$ cat config.mk
export PLATFORM = sky130hd
export DESIGN_NAME = fetch_unit
export DESIGN_NICKNAME = d
export VERILOG_FILES = /design/src/rtl/core_pkg.sv /design/src/rtl/fetch_unit.sv
export SDC_FILE = /design/constraint.sdc
export NUM_CORES = 1
export LEC_CHECK = 0
export CAP_MARGIN = 20
export CORE_ASPECT_RATIO = 0.7
export CORE_UTILIZATION = 46
export CTS_CLUSTER_DIAMETER = 100
export DETAILED_ROUTE_END_ITERATION = 12
export DONT_BUFFER_PORTS = 1
export PLACE_DENSITY = 0.65
export SLEW_MARGIN = 20
export SYNTH_ARGS = -nofsm -noshare
export SYNTH_HDL_FRONTEND = slang
export SYNTH_SLANG_ARGS = --single-unit
$ cat constraint.sdc
create_clock -name clk -period 1.6 [get_ports clk]
set_clock_uncertainty 0.05 [all_clocks]
set_input_delay 0.08 -clock clk [delete_from_list [all_inputs] [get_ports clk]]
set_output_delay 0.08 -clock clk [all_outputs]
set_load 0.05 [all_outputs]
$ cat src/rtl/core_pkg.sv
// Shared definitions for the 16-bit single-issue core: widths, opcodes and
// the fetch-stage state encoding.
package core_pkg;

  localparam int ADDR_W = 8;
  localparam int INST_W = 16;

  localparam logic [3:0] OP_ADD  = 4'b0000;
  localparam logic [3:0] OP_ADDI = 4'b0100;
  localparam logic [3:0] OP_SUBI = 4'b0101;
  localparam logic [3:0] OP_BEQZ = 4'b1001;
  localparam logic [3:0] OP_HALT = 4'b1100;

  typedef enum logic [1:0] {
    FETCH     = 2'd0,
    HALT_WAIT = 2'd1,
    HALTED    = 2'd2
  } fetch_state_e;

  // Opcode lives in the top nibble of every instruction word.
  function automatic logic [3:0] opcode_of(input logic [INST_W-1:0] inst);
    return inst[INST_W-1 -: 4];
  endfunction

endpackage

$ cat src/rtl/fetch_unit.sv
// Instruction-fetch stage: owns the PC, reads the combinational instruction
// memory and holds the fetched word in the fetch/decode register.
module fetch_unit #(
  parameter int               ADDR_W   = core_pkg::ADDR_W,
  parameter int               INST_W   = core_pkg::INST_W,
  parameter logic [ADDR_W-1:0] RESET_PC = '0,
  parameter logic [3:0]       HALT_OP  = core_pkg::OP_HALT
) (
  input  logic              clk,
  input  logic              rst_n,
  output logic [ADDR_W-1:0] imem_addr,
  input  logic [INST_W-1:0] imem_inst,
  output logic              if_valid,
  input  logic              if_ready,
  output logic [INST_W-1:0] if_inst,
  output logic [ADDR_W-1:0] if_pc,
  input  logic              redir_valid,
  input  logic [ADDR_W-1:0] redir_pc,
  input  logic              halt_commit,
  output logic              halted
);

  import core_pkg::*;

  fetch_state_e      state_q, state_d;
  logic [ADDR_W-1:0] pc_q, pc_d;
  logic              if_valid_q, if_valid_d;
  logic [INST_W-1:0] if_inst_q, if_inst_d;
  logic [ADDR_W-1:0] if_pc_q, if_pc_d;
  logic              halted_q, halted_d;

  logic [3:0]        fetched_op;
  logic              stall;

  assign fetched_op = imem_inst[INST_W-1 -: 4];
  assign stall      = if_valid_q && !if_ready;

  always_ff @(posedge clk or negedge rst_n) begin
    if (!rst_n) begin
      state_q    <= FETCH;
      pc_q       <= RESET_PC;
      if_valid_q <= 1'b0;
      if_inst_q  <= '0;
      if_pc_q    <= '0;
      halted_q   <= 1'b0;
    end else begin
      state_q    <= state_d;
      pc_q       <= pc_d;
      if_valid_q <= if_valid_d;
      if_inst_q  <= if_inst_d;
      if_pc_q    <= if_pc_d;
      halted_q   <= halted_d;
    end
  end

  // Priority: halt_commit > redirect > stall > load (or drain once halting).
  always_comb begin
    state_d    = state_q;
    pc_d       = pc_q;
    if_valid_d = if_valid_q;
    if_inst_d  = if_inst_q;
    if_pc_d    = if_pc_q;
    halted_d   = halted_q;

    if (halt_commit) begin
      state_d    = HALTED;
      if_valid_d = 1'b0;
      halted_d   = 1'b1;
    end else if (state_q == HALTED) begin
      if_valid_d = 1'b0;
    end else if (redir_valid) begin
      // The squashed word keeps its if_inst/if_pc; only valid drops.
      state_d    = FETCH;
      pc_d       = redir_pc;
      if_valid_d = 1'b0;
    end else if (stall) begin
      state_d = state_q;
    end else if (state_q == FETCH) begin
      if_inst_d  = imem_inst;
      if_pc_d    = pc_q;
      if_valid_d = 1'b1;
      pc_d       = pc_q + 1'b1;
      if (fetched_op == HALT_OP) begin
        state_d = HALT_WAIT;
      end
    end else if (if_ready) begin
      if_valid_d = 1'b0;
    end
  end

  assign imem_addr = pc_q;
  assign if_valid  = if_valid_q;
  assign if_inst   = if_inst_q;
  assign if_pc     = if_pc_q;
  assign halted    = halted_q;

endmodule

==> results of run 1 <==
## cell families after synthesis
| kind of cell | after synthesis | synth area share [%] |
|---|---|---|
| DFF | 36 | 55.3 |
| adders and majority gates | 1 | 0.767 |
| buffers and inverters | 10 | 3.45 |
| muxes | 27 | 18.5 |
| AOI/OAI and AO/OA | 19 | 7.60 |
| and+or+nand+nor | 39 | 14.4 |
## cell usage after synthesis (all sizes together)
library cell	count
or4	1
clkbuf	2
nor4b	1
nor3b	1
mux2	25
a31oi	1
nand2	4
a21oi	5
nand4b	1
nand4	2
dfrtp	36
buf	5
o22ai	5
nor4	2
nor2b	3
nand3	2
inv	3
nor3	12
mux2i	2
or3	2
nor2	3
o21ai	2
ha	1
a21o	1
a22oi	1
a221o	1
or2	2
a211oi	1
and4	1
a311o	1
a2111oi	1
nand2b	2
## registers in the layout, summed over array words and instances (netlist names)
signal / count
halted: 1
if_inst: 16
if_pc: 8
if_valid: 1
imem_addr: 8
state_q: 2
## cell type report
| class | instances | area, µm² | area share [%] |
|---|---|---|---|
| Sequential cell | 36 | 905 | 38.5 |
| Multi-Input combinational cell | 86 | 719 | 30.6 |
| Timing Repair Buffer | 62 | 562 | 23.9 |
| Clock buffer | 7 | 96.3 | 4.10 |
| Tap cell | 47 | 58.8 | 2.50 |
| Inverter | 3 | 11.3 | 0.479 |
## worst max-delay path by stage
stage	end	slack (ns)	cells past startpoint
after floorplan	if_inst[0]	-0.13	5
after global placement	if_pc[7]	-0.02	4
after detailed placement	if_inst[11]	-0.07	4
after CTS	if_inst[9]	-0.09	4
after global routing	if_inst[12]	-0.13	4
final	if_inst[12]	-0.08	4
## metal layers
metal / track usage (%) / vias to the layer above / routed length, µm
met5: 0 / - / 0
met3: 6.20 / 8 / 222
met1: 27.2 / 656 / 1680
li1: - / 615 / -
met2: 38.7 / 46 / 2060
met4: 8.82 / 0 / 70
## metrics by stage
| step | TNS (ns) | worst slack (ns) |
|---|---|---|
| detailed placement | -1.41 | -0.0741 |
| global route | -2.80 | -0.127 |
| CTS | -1.59 | -0.0857 |
| floorplan | -2.65 | -0.132 |
| global placement | -0.463 | -0.0230 |
| finish | -1.59 | -0.0817 |
## worst max-delay path, stage by stage (launching register included)
cell,delay (ns)
dfrtp_1,0.37
or3_4,0.35
nor3_4,0.23
buf_12,0.21
mux2_2,0.35
## repair_timing
item                       CTS  global route
hold endpoints to repair    64             1
resized for setup            2            11
setup endpoints to repair   23            32
setup buffers                0             1
hold buffers                26             1
## power by group through the flow
stage	Clock (mW)	Combinational, mW	Sequential (mW)
finish	0.670	0.409	1.12
floorplan	0	0.0938	1.27
global route	0.745	0.433	1.13
global placement	0	0.314	1.13
detailed placement	0	0.321	1.14
CTS	0.694	0.399	1.12
==> results.yml, run 1 <==
worst_hold_path:
  worstHoldEndpoint: "imem_addr[6]"
  hold_path.class: "input pin to flop"
  holdPathStages: 3
  min_from: "redir_valid"
floorplanning:
  die_h_um: 51.8
  core_area_um2: 3250
  ios: 63
  die_w_um: 73.2
  fp-row-count: 17
  die-area_um2: 3790
  initial_core_util_pct: 50.1
global_routing:
  grt_antenna_before_repair: 0
  grt_pass1_wl_um: 6270
  grt_usage_pct: 22.6
  grt_max_degree: 37
  grt_overflow: 0
  grt_pass1_vias: 1382
critical_path:
  reg2reg_depth: 4
  crit_required_ns: 1.71
  worstSetupStartpointType: "flop"
  r2r_start: "state_q[1]"
  critPathCaptureType: "flop"
  r2r_slack_ns: -0.08
  crit_arrival_ns: 1.79
  crit_fanout: 22
  crit_start: "state_q[1]"
  worstSetupPathType: "flop to flop"
  r2r-end: "if_inst[12]"
job:
  maxCapViolations: 0
timing:
  hold_viol: 0
  fin_ws_ns: -0.0817
  hold_ws_ns: 0.0132
  relSlewSlack_pct: 65.4
  fin_crit_ns: 1.68
  worst_slew_pin_slew_ns: 0.519
  finalCritPeriodShare_pct: 105
  fmax_mhz: 595
  slew_viol_final: 0
  rsz0062_at_grt: "true"
  setup_violations: 24
yosys:
  ys_types: 36
  synth_top_cell_by_area: "dfrtp_1"
  synth-seq-area-share_pct: 55.3
  ys_ff_latch: 36
  synth_area_leaders: "dfrtp_1 (55%), mux2_2 (17%), nor3_1 (3.4%)"
  synth_nets: 162
  yosys_warnings: 0
  syn_avg_cell_area_um2: 12.4
  synth_area_um2: 1630
  syn_inst: 132
  synth_top_area_share_pct: 55.3
routing:
  drt_iter0_drc: 84
  final_antenna_net_count: 0
  avgRoutedWirePerCell_um: 16.7
  via_per_inst: 5.50
  drt_wl_total_um: 4030
  drcViolationCount: 0
  dr.pass1.iters: 4
  vias: 1325
clocking:
  clk_pin_slew_ns: 0.06
  cts_buffers: 5
  h-tree-depth: 2
  cts-root-buf: "clkbuf_8"
  clockBufferDepth: 2
  cts.sinks: 36
  insertion_delay_ns: 0.28
  cts_tree: "done"
finish:
  finalCoreUtilization_pct: 72.3
  syn2layout_area_growth_pct: 44.3
  fillers: 230
  drive_gt1_share_pct: 42.3
  antennaDiodeCount: 0
  finish.instance_area_um2: 2350
  layout_common_cells: "dfrtp_1 (33), buf_4 (33), dlygate4sd3_1 (25), mux2_2 (22), nor3_1 (8)"
  nNetsFinal: 224
  finalNonFillerCells: 241
status:
  outcome: "complete, but fails checks"
  violations: "setup timing"
power:
  intPower_mw: 1.53
  power_density_nw_per_um2: 937
  p_sw_uw: 678
  total_power_mw: 2.20
  p_leak_nw: 1.05
  clock_power_share_pct: 30.4
  ir_drop_v: 0.000748
  seq_power_share_pct: 51.0
  p_comb_share_pct: 18.6
  sw_frac_of_total_pct: 30.8
placement:
  dp_cells: 206
  dpl_cell_area_um2: 1920
  port_buffers: 0
  dp_hpwl_um: 2560
  finalWeightedCongestion: 0.850
Note: power is estimated with default switching activity, not from simulation.
==> run 2: changes to the inputs <==
--- a/config.mk
+++ b/config.mk
@@ -16,3 +16,4 @@
 export SYNTH_ARGS = -nofsm -noshare
 export SYNTH_HDL_FRONTEND = slang
 export SYNTH_SLANG_ARGS = --single-unit
+export TNS_END_PERCENT = 20
==> results.yml, run 2 (synthesis gave the netlist of run 1 again) <==
status:
  outcome: "complete, but fails checks"
  violations: "setup timing"
routing:
  drt_iter0_drc: 120
  dr.pass1.iters: 4
  final_antenna_net_count: 0
  via_per_inst: 5.54
  drcViolationCount: 0
  avgRoutedWirePerCell_um: 18.1
  drt_wl_total_um: 4390
  vias: 1346
timing:
  finalCritPeriodShare_pct: 103
  fmax_mhz: 607
  fin_crit_ns: 1.65
  rsz0062_at_grt: "true"
  worst_slew_pin_slew_ns: 0.488
  relSlewSlack_pct: 67.5
  setup_violations: 17
  finalSetupTns_ns: -0.549
  fin_ws_ns: -0.0487
  hold_viol: 0
  slew_viol_final: 0
power:
  p_leak_nw: 1.06
  total_power_mw: 2.33
  power_density_nw_per_um2: 966
  ir_drop_v: 0.000656
clocking:
  cts_buffers: 5
  cts-root-buf: "clkbuf_8"
  cts_tree: "done"
  insertion_delay_ns: 0.28
  clk_pin_slew_ns: 0.07
  h-tree-depth: 2
  cts.sinks: 36
  clockBufferDepth: 2
critical_path:
  worstSetupPathType: "flop to flop"
  worstSetupStartpointType: "flop"
  critPathCaptureType: "flop"
  crit_fanout: 9
  crit_required_ns: 1.72
  crit_arrival_ns: 1.77
placement:
  post-place-ws_ns: -0.0550
  finalWeightedCongestion: 0.884
  dp_hpwl_um: 2650
  port_buffers: 0
global_routing:
  grt_pass1_wl_um: 6620
  grt_max_degree: 37
  grt_overflow: 0
  grt_usage_pct: 24.0
  grt_antenna_before_repair: 0
  grt_pass1_vias: 1376
finish:
  drive_gt1_share_pct: 41.3
  final_common_cell: "dfrtp_1"
  fillers: 231
  layout_common_cells: "dfrtp_1 (34), buf_4 (31), dlygate4sd3_1 (27), mux2_4 (14), mux2_2 (11)"
  finalCoreUtilization_pct: 74.2
  syn2layout_area_growth_pct: 48.0
  nNetsFinal: 225
  largest_reg_flops: 16
  antennaDiodeCount: 0
floorplanning:
  die_w_um: 73.2
  initial_core_util_pct: 50.1
  die-area_um2: 3790
  core_area_um2: 3250
  fp-row-count: 17
  ios: 63
  die_h_um: 51.8
job:
  maxCapViolations: 0
worst_hold_path:
  hold_path.class: "input pin to flop"
-- run 2: changes by cell type in the layout (fill, tap and decap cells not counted), moves of 2 or more --
cell           change
dlygate4sd3_1      +2
mux2_2            -11
mux2_4            +11
buf_4              -2
buf_6              +2
clkbuf_8           -2
-- run 2: final timing paths --
kind | from | endpoint | slack, ns | depth (start not counted)
worst min-delay path | halt_commit | imem_addr[7] | 0.01 | 3
worst max-delay path | state_q[1] | if_pc[7] | -0.05 | 5
max in group asynchronous | rst_n | if_valid | 1.06 | 2
min in group asynchronous | rst_n | if_pc[2] | 0.24 | 2
worst max register to register | state_q[1] | if_pc[7] | -0.05 | 5
worst min register to register | halted | halted | 0.43 | 1
-- run 2: final cells by class --
cell class	instances	area [µm²]	area share, %
well taps	47	58.8	2.44
multi-input cells	86	752	31.2
inverters	3	11.3	0.467
repair buffers	63	577	23.9
flip-flops and latches	36	903	37.4
clock inverters	3	42.5	1.76
clock buffers	5	68.8	2.85
-- run 2: critical path: stages (launching register included) --
cell	delay, ns
dfrtp_1	0.38
or3_4	0.34
nor3_4	0.16
buf_6	0.14
buf_12	0.13
mux2_2	0.34
-- run 2: timing repair --
action | in CTS | in global routing
gates cloned | 1 | 0
hold buffers | 28 | 0
endpoints found under the setup margin | 26 | 31
pin swaps | 1 | 0
buffers inserted | 3 | 0
resized for setup | 6 | 20
hold endpoints to repair | 64 | 0
-- run 2: metrics by stage --
step                hold slack, ns  area (µm²)  std cells
CTS                        0.00325        2370        244
detailed placement          -0.265        1900        204
finish                      0.0110        2410        243
global placement            -0.265        1900        204
floorplan                   -0.266        1630        132
global route               0.00456        2410        243
-- run 2: where the power goes --
group / switching (mW) / internal (mW)
sequential: 0.135 / 0.973
combinational: 0.257 / 0.183
clock: 0.325 / 0.461
-- run 2: layer usage --
layer | global-route usage [%] | wire (µm) | up-vias
met1 | 31.4 | 1830 | 665
met2 | 39.0 | 2180 | 59
met3 | 6.78 | 328 | 6
met5 | 0 | 0 | -
li1 | - | - | 616
met4 | 6.86 | 49 | 0
==> run 3: changes to the inputs <==
--- a/config.mk
+++ b/config.mk
@@ -6,9 +6,8 @@
 export NUM_CORES = 1
 export LEC_CHECK = 0
 export CAP_MARGIN = 20
-export CORE_ASPECT_RATIO = 0.7
 export CORE_UTILIZATION = 46
-export CTS_CLUSTER_DIAMETER = 100
+export CTS_CLUSTER_DIAMETER = 30
 export DETAILED_ROUTE_END_ITERATION = 12
 export DONT_BUFFER_PORTS = 1
 export PLACE_DENSITY = 0.65
@@ -16,4 +15,4 @@
 export SYNTH_ARGS = -nofsm -noshare
 export SYNTH_HDL_FRONTEND = slang
 export SYNTH_SLANG_ARGS = --single-unit
-export TNS_END_PERCENT = 20
+export TNS_END_PERCENT = 5
==> results.yml, run 3 (synthesis gave the netlist of run 1 again) <==
routing:
  avgRoutedWirePerCell_um: 17.6
  drcViolationCount: 0
  drt_iter0_drc: 62
  via_per_inst: 5.60
  vias: 1355
  dr.pass1.iters: 4
  drt_wl_total_um: 4260
  final_antenna_net_count: 0
timing:
  fin_ws_ns: -0.0826
  hold_viol: 6
  relSlewSlack_pct: 68.1
  slew_viol_final: 0
  fmax_mhz: 594
  worst_slew_pin_slew_ns: 0.479
  hold_ws_ns: -0.273
  finalCritPeriodShare_pct: 105
  setup_violations: 25
  fin_crit_ns: 1.68
  rsz0062_at_grt: "true"
floorplanning:
  core_area_um2: 3360
  die_h_um: 61.5
  fp-row-count: 21
  die-area_um2: 3790
  die_w_um: 61.5
  initial_core_util_pct: 48.5
  ios: 63
placement:
  port_buffers: 0
  dp_hpwl_um: 2620
  finalWeightedCongestion: 0.788
worst_hold_path:
  min_from: "halt_commit"
  hold_path.class: "input pin to flop"
power:
  power_density_nw_per_um2: 871
  sw_frac_of_total_pct: 34.2
  intPower_mw: 1.36
  total_power_mw: 2.07
  p_leak_nw: 1.04
  p_comb_share_pct: 20.5
  p_sw_uw: 707
  clock_power_share_pct: 25.4
  ir_drop_v: 0.000544
  seq_power_share_pct: 54.1
clocking:
  h-tree-depth: 2
  clockBufferDepth: 2
  ctsHoldBuffers: 27
  cts_tree: "done"
  cts_buffers: 5
  clk_pin_slew_ns: 0.11
  cts-root-buf: "clkbuf_4"
  insertion_delay_ns: 0.35
  cts.sinks: 36
status:
  violations: "hold timing, setup timing"
  outcome: "complete, but fails checks"
critical_path:
  critPathCaptureType: "flop"
  crit_fanout: 10
  slowest_delay_ns: 0.39
  crit_slowest_cell: "dfrtp_1"
  worstSetupStartpointType: "flop"
  crit_arrival_ns: 1.88
  r2r_start: "state_q[1]"
  worstSetupPathType: "flop to flop"
  crit_required_ns: 1.80
  crit_chain: "or3_4, nor3_4, buf_6, buf_12, mux2_2"
  crit_start: "state_q[1]"
global_routing:
  grt_usage_pct: 24.0
  grt_antenna_before_repair: 0
  grt_max_degree: 37
  grt_pass1_wl_um: 6310
  grt_pass1_vias: 1326
  grt_overflow: 0
finish:
  largest_reg_flops: 16
  layout_common_cells: "dfrtp_1 (33), buf_4 (32), dlygate4sd3_1 (25), mux2_2 (15)"
  nNetsFinal: 225
  syn2layout_area_growth_pct: 45.7
  fillers: 270
  regArea_um2: 905
  drive_gt1_share_pct: 42.9
  antennaDiodeCount: 0
  final_common_cell: "dfrtp_1"
  multi_input_area_um2: 746
job:
  maxCapViolations: 0
run 3: changes by cell type in the layout (fill, tap and decap cells not counted), sizes merged:
cell / before / now
buf: 36 / 37
bufinv: 1 / 0
clkbuf: 5 / 7
clkinv: 1 / 0
dlygate4sd3: 27 / 25
dlymetal6s4s: 0 / 1
run 3: area by class of cell:
type / instances / area share [%]
tap: 46 / 2.42
multi-input combinational: 86 / 31.4
timing repair buffer: 63 / 25.0
inverter: 3 / 0.474
sequential: 36 / 38.1
clock buffer: 7 / 2.32
clock inverter: 1 / 0.316
run 3: routing by layer:
metal / track usage [%] / part of all wire [%] / vias to the layer above
li1: - / - / 617
met1: 28.4 / 39 / 658
met2: 39.8 / 51 / 67
met3: 7.56 / 6.6 / 13
met4: 11.4 / 3.5 / 0
met5: 0 / 0 / -
run 3: path summary, 6_finish.rpt:
check,to,cells after the start,slack (ns)
setup / recovery,if_inst[2],5,-0.08
min in group asynchronous,if_pc[2],2,0.14
hold reg to reg,if_inst[0],1,0.48
hold / removal,state_q[0],1,-0.27
setup reg to reg,if_inst[2],5,-0.08
max in group asynchronous,imem_addr[0],2,1.17
run 3: repair_timing:
item / in CTS / in global routing
hold endpoints to repair: 64 / 6
setup buffers: 2 / 0
pin swaps: 2 / 0
endpoints found under the setup margin: 27 / 33
gates cloned: 1 / 0
gates resized for setup: 20 / 6
run 3: through the flow:
step,worst slack (ns),util (%),TNS [ns],cells,area [µm²]
floorplan,-0.132,-,-2.81,132,1630
global placement,-0.0112,56.6,-0.188,204,1900
detailed placement,-0.0799,56.6,-1.52,204,1900
CTS,-0.0580,70.1,-0.771,242,2360
global route,-0.135,70.6,-2.77,242,2370
finish,-0.0826,70.6,-1.30,242,2370
run 3: critical path: cells and delay by family, from the launching register on:
kind / cells / cell delay [ns]
simple gates: 2 / 0.50
flops: 1 / 0.39
mux: 1 / 0.34
buf+inv: 2 / 0.30
run 3: power groups by stage:
stage / Clock, mW / Sequential (mW) / Combinational, mW
after floorplan: 0 / 1.27 / 0.0939
after global placement: 0 / 1.13 / 0.316
after detailed placement: 0 / 1.13 / 0.326
after CTS: 0.530 / 1.12 / 0.417
after global routing: 0.564 / 1.13 / 0.446
final: 0.526 / 1.12 / 0.423
